**src/rtl/i2c_write_master.sv**
```systemverilog
// i2c_write_master: single-byte I2C write initiator.
// Drives START, {addr, W=0}, ACK slot, one data byte, ACK slot, STOP on the
// open-drain pad levels scl/sda_out; reports done/nack to the host.
//
// Ports:
//   CLK      system clock, rising edge
//   RST      synchronous active-high reset
//   start    transfer request, accepted only while idle
//   addr     7-bit target address, latched on accept
//   data     write byte, latched on accept
//   sda_in   sampled SDA bus level (ACK input)
//   scl      SCL level (1 = released)
//   sda_out  SDA drive level (1 = released, 0 = pull low)
//   busy     transfer in progress (through the done cycle)
//   done     one-cycle completion pulse
//   nack     a NACK was seen; valid with done, held until next accept
module i2c_write_master #(
  parameter int unsigned QUARTER = 4
) (
  input  logic       CLK,
  input  logic       RST,
  input  logic       start,
  input  logic [6:0] addr,
  input  logic [7:0] data,
  input  logic       sda_in,
  output logic       scl,
  output logic       sda_out,
  output logic       busy,
  output logic       done,
  output logic       nack
);

  localparam int unsigned QW = (QUARTER > 1) ? $clog2(QUARTER) : 1;

  typedef enum logic [2:0] {
    S_IDLE,
    S_START,
    S_BIT,
    S_ACK,
    S_STOP,
    S_DONE
  } state_t;

  state_t        state, nxt_state;
  logic [1:0]    phase, nxt_phase;
  logic [QW-1:0] qcnt, nxt_qcnt;
  logic [2:0]    bitcnt, nxt_bitcnt;
  logic          in_data, nxt_in_data;
  logic [7:0]    shreg, nxt_shreg;
  logic [7:0]    dbyte;
  logic          nxt_scl, nxt_sda;
  logic          wrap;

  // Last clock of the current quarter.
  assign wrap = (qcnt == QW'(QUARTER - 1));

  // Next position in the bit-level sequence; outputs are decoded from it so
  // the registered pad levels line up with the state they belong to.
  always_comb begin
    nxt_state   = state;
    nxt_phase   = phase;
    nxt_bitcnt  = bitcnt;
    nxt_in_data = in_data;
    nxt_shreg   = shreg;
    nxt_qcnt    = wrap ? '0 : qcnt + QW'(1);

    case (state)
      S_IDLE: begin
        nxt_qcnt = '0;
        if (start) begin
          nxt_state   = S_START;
          nxt_phase   = 2'd0;
          nxt_bitcnt  = 3'd0;
          nxt_in_data = 1'b0;
          nxt_shreg   = {addr, 1'b0};
        end
      end
      S_START: begin
        if (wrap) begin
          if (phase == 2'd1) begin
            nxt_state = S_BIT;
            nxt_phase = 2'd0;
          end else begin
            nxt_phase = phase + 2'd1;
          end
        end
      end
      S_BIT: begin
        if (wrap) begin
          if (phase == 2'd3) begin
            nxt_phase = 2'd0;
            nxt_shreg = {shreg[6:0], 1'b0};
            if (bitcnt == 3'd7) begin
              nxt_state  = S_ACK;
              nxt_bitcnt = 3'd0;
            end else begin
              nxt_bitcnt = bitcnt + 3'd1;
            end
          end else begin
            nxt_phase = phase + 2'd1;
          end
        end
      end
      S_ACK: begin
        if (wrap) begin
          if (phase == 2'd3) begin
            nxt_phase = 2'd0;
            // nack was sampled at the end of Q2, so it is settled here.
            if (!in_data && !nack) begin
              nxt_state   = S_BIT;
              nxt_in_data = 1'b1;
              nxt_shreg   = dbyte;
            end else begin
              nxt_state = S_STOP;
            end
          end else begin
            nxt_phase = phase + 2'd1;
          end
        end
      end
      S_STOP: begin
        if (wrap) begin
          if (phase == 2'd2) begin
            nxt_state = S_DONE;
            nxt_phase = 2'd0;
          end else begin
            nxt_phase = phase + 2'd1;
          end
        end
      end
      S_DONE: begin
        nxt_qcnt  = '0;
        nxt_state = S_IDLE;
      end
      default: begin
        nxt_state = S_IDLE;
        nxt_qcnt  = '0;
      end
    endcase

    // Pad levels for the upcoming quarter.
    nxt_scl = 1'b1;
    nxt_sda = 1'b1;
    case (nxt_state)
      S_START: begin
        nxt_scl = (nxt_phase == 2'd0);
        nxt_sda = 1'b0;
      end
      S_BIT: begin
        nxt_scl = (nxt_phase == 2'd1) || (nxt_phase == 2'd2);
        nxt_sda = nxt_shreg[7];
      end
      S_ACK: begin
        nxt_scl = (nxt_phase == 2'd1) || (nxt_phase == 2'd2);
        nxt_sda = 1'b1;
      end
      S_STOP: begin
        nxt_scl = (nxt_phase != 2'd0);
        nxt_sda = (nxt_phase == 2'd2);
      end
      default: begin
        nxt_scl = 1'b1;
        nxt_sda = 1'b1;
      end
    endcase
  end

  // State, counters and registered outputs.
  always_ff @(posedge CLK) begin
    if (RST) begin
      state   <= S_IDLE;
      phase   <= 2'd0;
      qcnt    <= '0;
      bitcnt  <= 3'd0;
      in_data <= 1'b0;
      shreg   <= 8'd0;
      dbyte   <= 8'd0;
      scl     <= 1'b1;
      sda_out <= 1'b1;
      busy    <= 1'b0;
      done    <= 1'b0;
      nack    <= 1'b0;
    end else begin
      state   <= nxt_state;
      phase   <= nxt_phase;
      qcnt    <= nxt_qcnt;
      bitcnt  <= nxt_bitcnt;
      in_data <= nxt_in_data;
      shreg   <= nxt_shreg;
      scl     <= nxt_scl;
      sda_out <= nxt_sda;
      busy    <= (nxt_state != S_IDLE);
      done    <= (nxt_state == S_DONE);
      if (state == S_IDLE && start) begin
        dbyte <= data;
        nack  <= 1'b0;
      end else if (state == S_ACK && phase == 2'd2 && wrap && sda_in) begin
        nack <= 1'b1;
      end
    end
  end

endmodule

```
**config.mk**
```make
export PLATFORM = sky130hd
export DESIGN_NAME = i2c_write_master
export DESIGN_NICKNAME = d
export VERILOG_FILES = /design/src/rtl/i2c_write_master.sv
export SDC_FILE = /design/constraint.sdc
export NUM_CORES = 1
export LEC_CHECK = 0
export CAP_MARGIN = 20
export CORE_ASPECT_RATIO = 1.25
export CORE_MARGIN = 8
export CORE_UTILIZATION = 26
export DETAILED_ROUTE_END_ITERATION = 7
export PLACE_DENSITY = 0.48
export SLEW_MARGIN = 20
export SYNTH_ARGS = -nofsm -noshare
export SYNTH_HDL_FRONTEND = slang
export SYNTH_SLANG_ARGS = --single-unit
```
**constraint.sdc**
```tcl
create_clock -name CLK -period 2.8 [get_ports CLK]
set_input_delay 0.7 -clock CLK [delete_from_list [all_inputs] [get_ports CLK]]
set_output_delay 0.7 -clock CLK [all_outputs]
set_load 0.03 [all_outputs]
```
==> results.py <==
metrics = {
    "global_routing": {
        "grt_max_degree": 19,
        "track_usage_pct": 10.08,
        "antenna_found_initial": 0,
        "grt_pass1_vias": 1529,
        "grt_pass1_wl_um": 7369,
        "grt.overflow.total": 0,
    },
    "drt": {
        "dr.first_iter.drc_count": 139,
        "wl_um": 4267,
        "via_per_inst": 4.826,
        "ant_nets": 0,
        "drc": 0,
        "drt_first_pass_iters": 6,
        "post_drt_wl_per_cell_um": 13.99,
        "vias": 1472,
    },
    "cells_and_area": {
        "mostFrequentLayoutCell": "dfxtp_1",
        "final_cell_mix": "32 x dfxtp_1, 29 x nand2_1, 23 x clkdlybuf4s50_1",
        "area_growth_pct": 26.37,
        "fin_nets": 249,
        "stdcell_area_mm2": 0.002111,
        "post-route-util_pct": 34.01,
        "num_antenna_cells": 0,
        "drive_gt1_share_pct": 9.091,
    },
    "yosys": {
        "syn-instance-count": 194,
        "syn_area_mm2": 0.001670,
        "ys_seq_area_share_pct": 38.35,
        "synth-edff-count": 0,
        "syn_avg_cell_area_um2": 8.610,
        "ys.flop_type": "dfxtp_1",
        "synth_nets": 224,
        "ys_ff_latch": 32,
        "ys.warnings.count": 0,
        "synth_cell_types": 44,
        "synthArstFlopShare_pct": 0,
    },
    "timing": {
        "fmax_ghz": 0.4294,
        "worstMarginPinSlew_ns": 0.7369,
        "slew_headroom_pct": 50.72,
        "rsz0062_at_grt": "no",
        "period_share_pct": 83.17,
        "finClkSkew_ns": 0.003922,
        "fin_crit_ns": 2.329,
        "slew_violations": 0,
        "tns_ns": 0,
        "setup-violations-final": 0,
        "setup_ws_ns": 0.4712,
        "hold_viol_final": 0,
    },
    "place": {
        "placed_cell_area_mm2": 0.002003,
        "dp_hpwl_um": 3073,
        "io_buffers": 23,
        "place_congestion": 0.7498,
        "pre_cts_ws_ns": 0.1838,
    },
    "clocking": {
        "htreeDepth": 2,
        "numCtsBuffers": 5,
        "cts_setup_buffers": 0,
        "cts_buffer_depth": 2,
        "cts.hold.buffers_added": 0,
        "post_cts_resized": 0,
        "worstSkewPairLatency_ns": 0.28,
        "cts_tree": "built",
        "cts.reportedPaths.clkPinSlew_ns": 0.06,
        "cts_sinks": 32,
        "clockRootBuffer": "clkbuf_8",
    },
    "worst_setup_path": {
        "cp-startpoint": "start",
        "crit_type": "in -> reg",
        "cpLargestDelayFamily": "compound AO/OA/AOI/OAI gates",
        "path_cells": "clkdlybuf4s50_1 > nor4_1 > a211o_1 > a22oi_1 > ha_1 > inv_1 > nor2_1 > a211oi_1 > nand2_1",
        "crit_arrival_ns": 2.50,
        "r2r_setup_slack_ns": 0.53,
        "worstRegToRegCells": 11,
        "critPathMaxFanout": 3,
        "critPathBufInv": 2,
        "reg2reg_from": "phase[0]$_SDFF_PP0_",
        "slowest_delay_ns": 0.49,
        "cp.required_ns": 2.97,
        "crit_slowest_cell": "clkdlybuf4s50_1",
        "start_kind": "primary input",
        "reg2reg_to": "scl$_SDFF_PP1_",
        "worst_setup_path_end_kind": "register",
    },
    "worst_hold_path": {
        "min_from": "qcnt[0]$_SDFF_PP0_",
        "holdPathStages": 1,
        "hold_end": "qcnt[0]$_SDFF_PP0_",
        "hp-class": "reg -> reg",
    },
    "die": {
        "die-area_mm2": 0.009261,
        "ios": 24,
        "coreArea_mm2": 0.006206,
        "die_width_um": 87.69,
        "die_h_um": 105.6,
        "num_rows": 32,
        "initial_core_util_pct": 26.92,
    },
    "power": {
        "power.density_mw_per_mm2": 484.6,
        "total_leakage_power_nw": 0.7867,
        "vdd_ir_drop_max_mv": 0.2628,
        "finalPower_mw": 1.023,
    },
    "outcome": {
        "status": "complete, no violations",
    },
    "job": {
        "max_cap_violations": 0,
    },
}
==> synth_stat cells (2+ instances only) <==
cell	number	share of area [%]
o21ai_0	2	0.60
nand2_1	29	6.5
nor3_1	3	0.90
nand2b_1	2	0.75
nand3b_1	2	0.90
o21a_1	3	1.3
a21oi_1	21	6.3
buf_6	2	1.3
nor4_1	3	1.1
nand3_1	4	1.2
nor2b_1	4	1.5
inv_1	6	1.3
a211oi_1	2	0.90
ha_1	11	8.2
dfxtp_1	32	38
o31ai_1	2	0.90
a22oi_1	2	0.90
buf_2	6	1.8
a222oi_1	6	3.6
clkbuf_1	3	0.67
a31oi_1	4	1.5
o211ai_1	2	0.90
and4b_1	2	1.2
o22ai_1	2	0.75
nor2_1	17	3.8
and3_1	4	1.5
==> layout make-up <==
cell class / count / area, um2
sequential: 32 / 640.6
fill: 663 / 4095
timing repair buffer: 30 / 295.3
tap: 85 / 106.4
clock buffer: 6 / 72.57
clock inverter: 2 / 35.03
inverter: 6 / 22.52
multi-input combinational: 144 / 938.4
==> per-stage QoR <==
step                cells  hold slack, ns
floorplan             194          0.4072
global placement      297          0.4235
detailed placement    297          0.4265
CTS                   305          0.4365
global route          305          0.4602
finish                305          0.4285
==> kinds of logic after synthesis <==
logic type               share of synthesized area (%)
AO/OA/AOI/OAI                                    21.20
adder cells (fa/ha/maj)                          8.240
buffers and inverters                            5.468
flip-flops                                       38.35
AND/OR/NAND/NOR                                  26.74
==> per-layer routing <==
metal / track usage [%] / routed length, um / vias up
li1: - / - / 751
met1: 12.57 / 1938 / 675
met2: 15.74 / 2089 / 40
met3: 2.331 / 180 / 6
met4: 4.932 / 59 / 0
met5: 0 / 0 / -
==> state kept, by name, indices dropped and copies added (netlist names) <==
register	cells
dbyte	8
shreg	8
bitcnt	3
state	3
phase	2
qcnt	2
busy	1
done	1
in_data	1
nack	1
scl	1
sda_out	1
==> how the worst max path moves through the flow <==
stage,to,slack [ns],cells past startpoint
final,scl$_SDFF_PP1_,0.47,9
after global routing,scl$_SDFF_PP1_,0.28,11
after CTS,scl$_SDFF_PP1_,0.48,9
after detailed placement,scl$_SDFF_PP1_,0.18,9
after global placement,scl$_SDFF_PP1_,0.22,9
after floorplan,scl$_SDFF_PP1_,0.74,10
==> power by group <==
group	total, mW	switching [mW]	internal [mW]
sequential	0.482	0.0105	0.472
clock	0.432	0.168	0.264
combinational	0.108	0.0525	0.0558
Note: power is estimated with default switching activity, not from simulation.
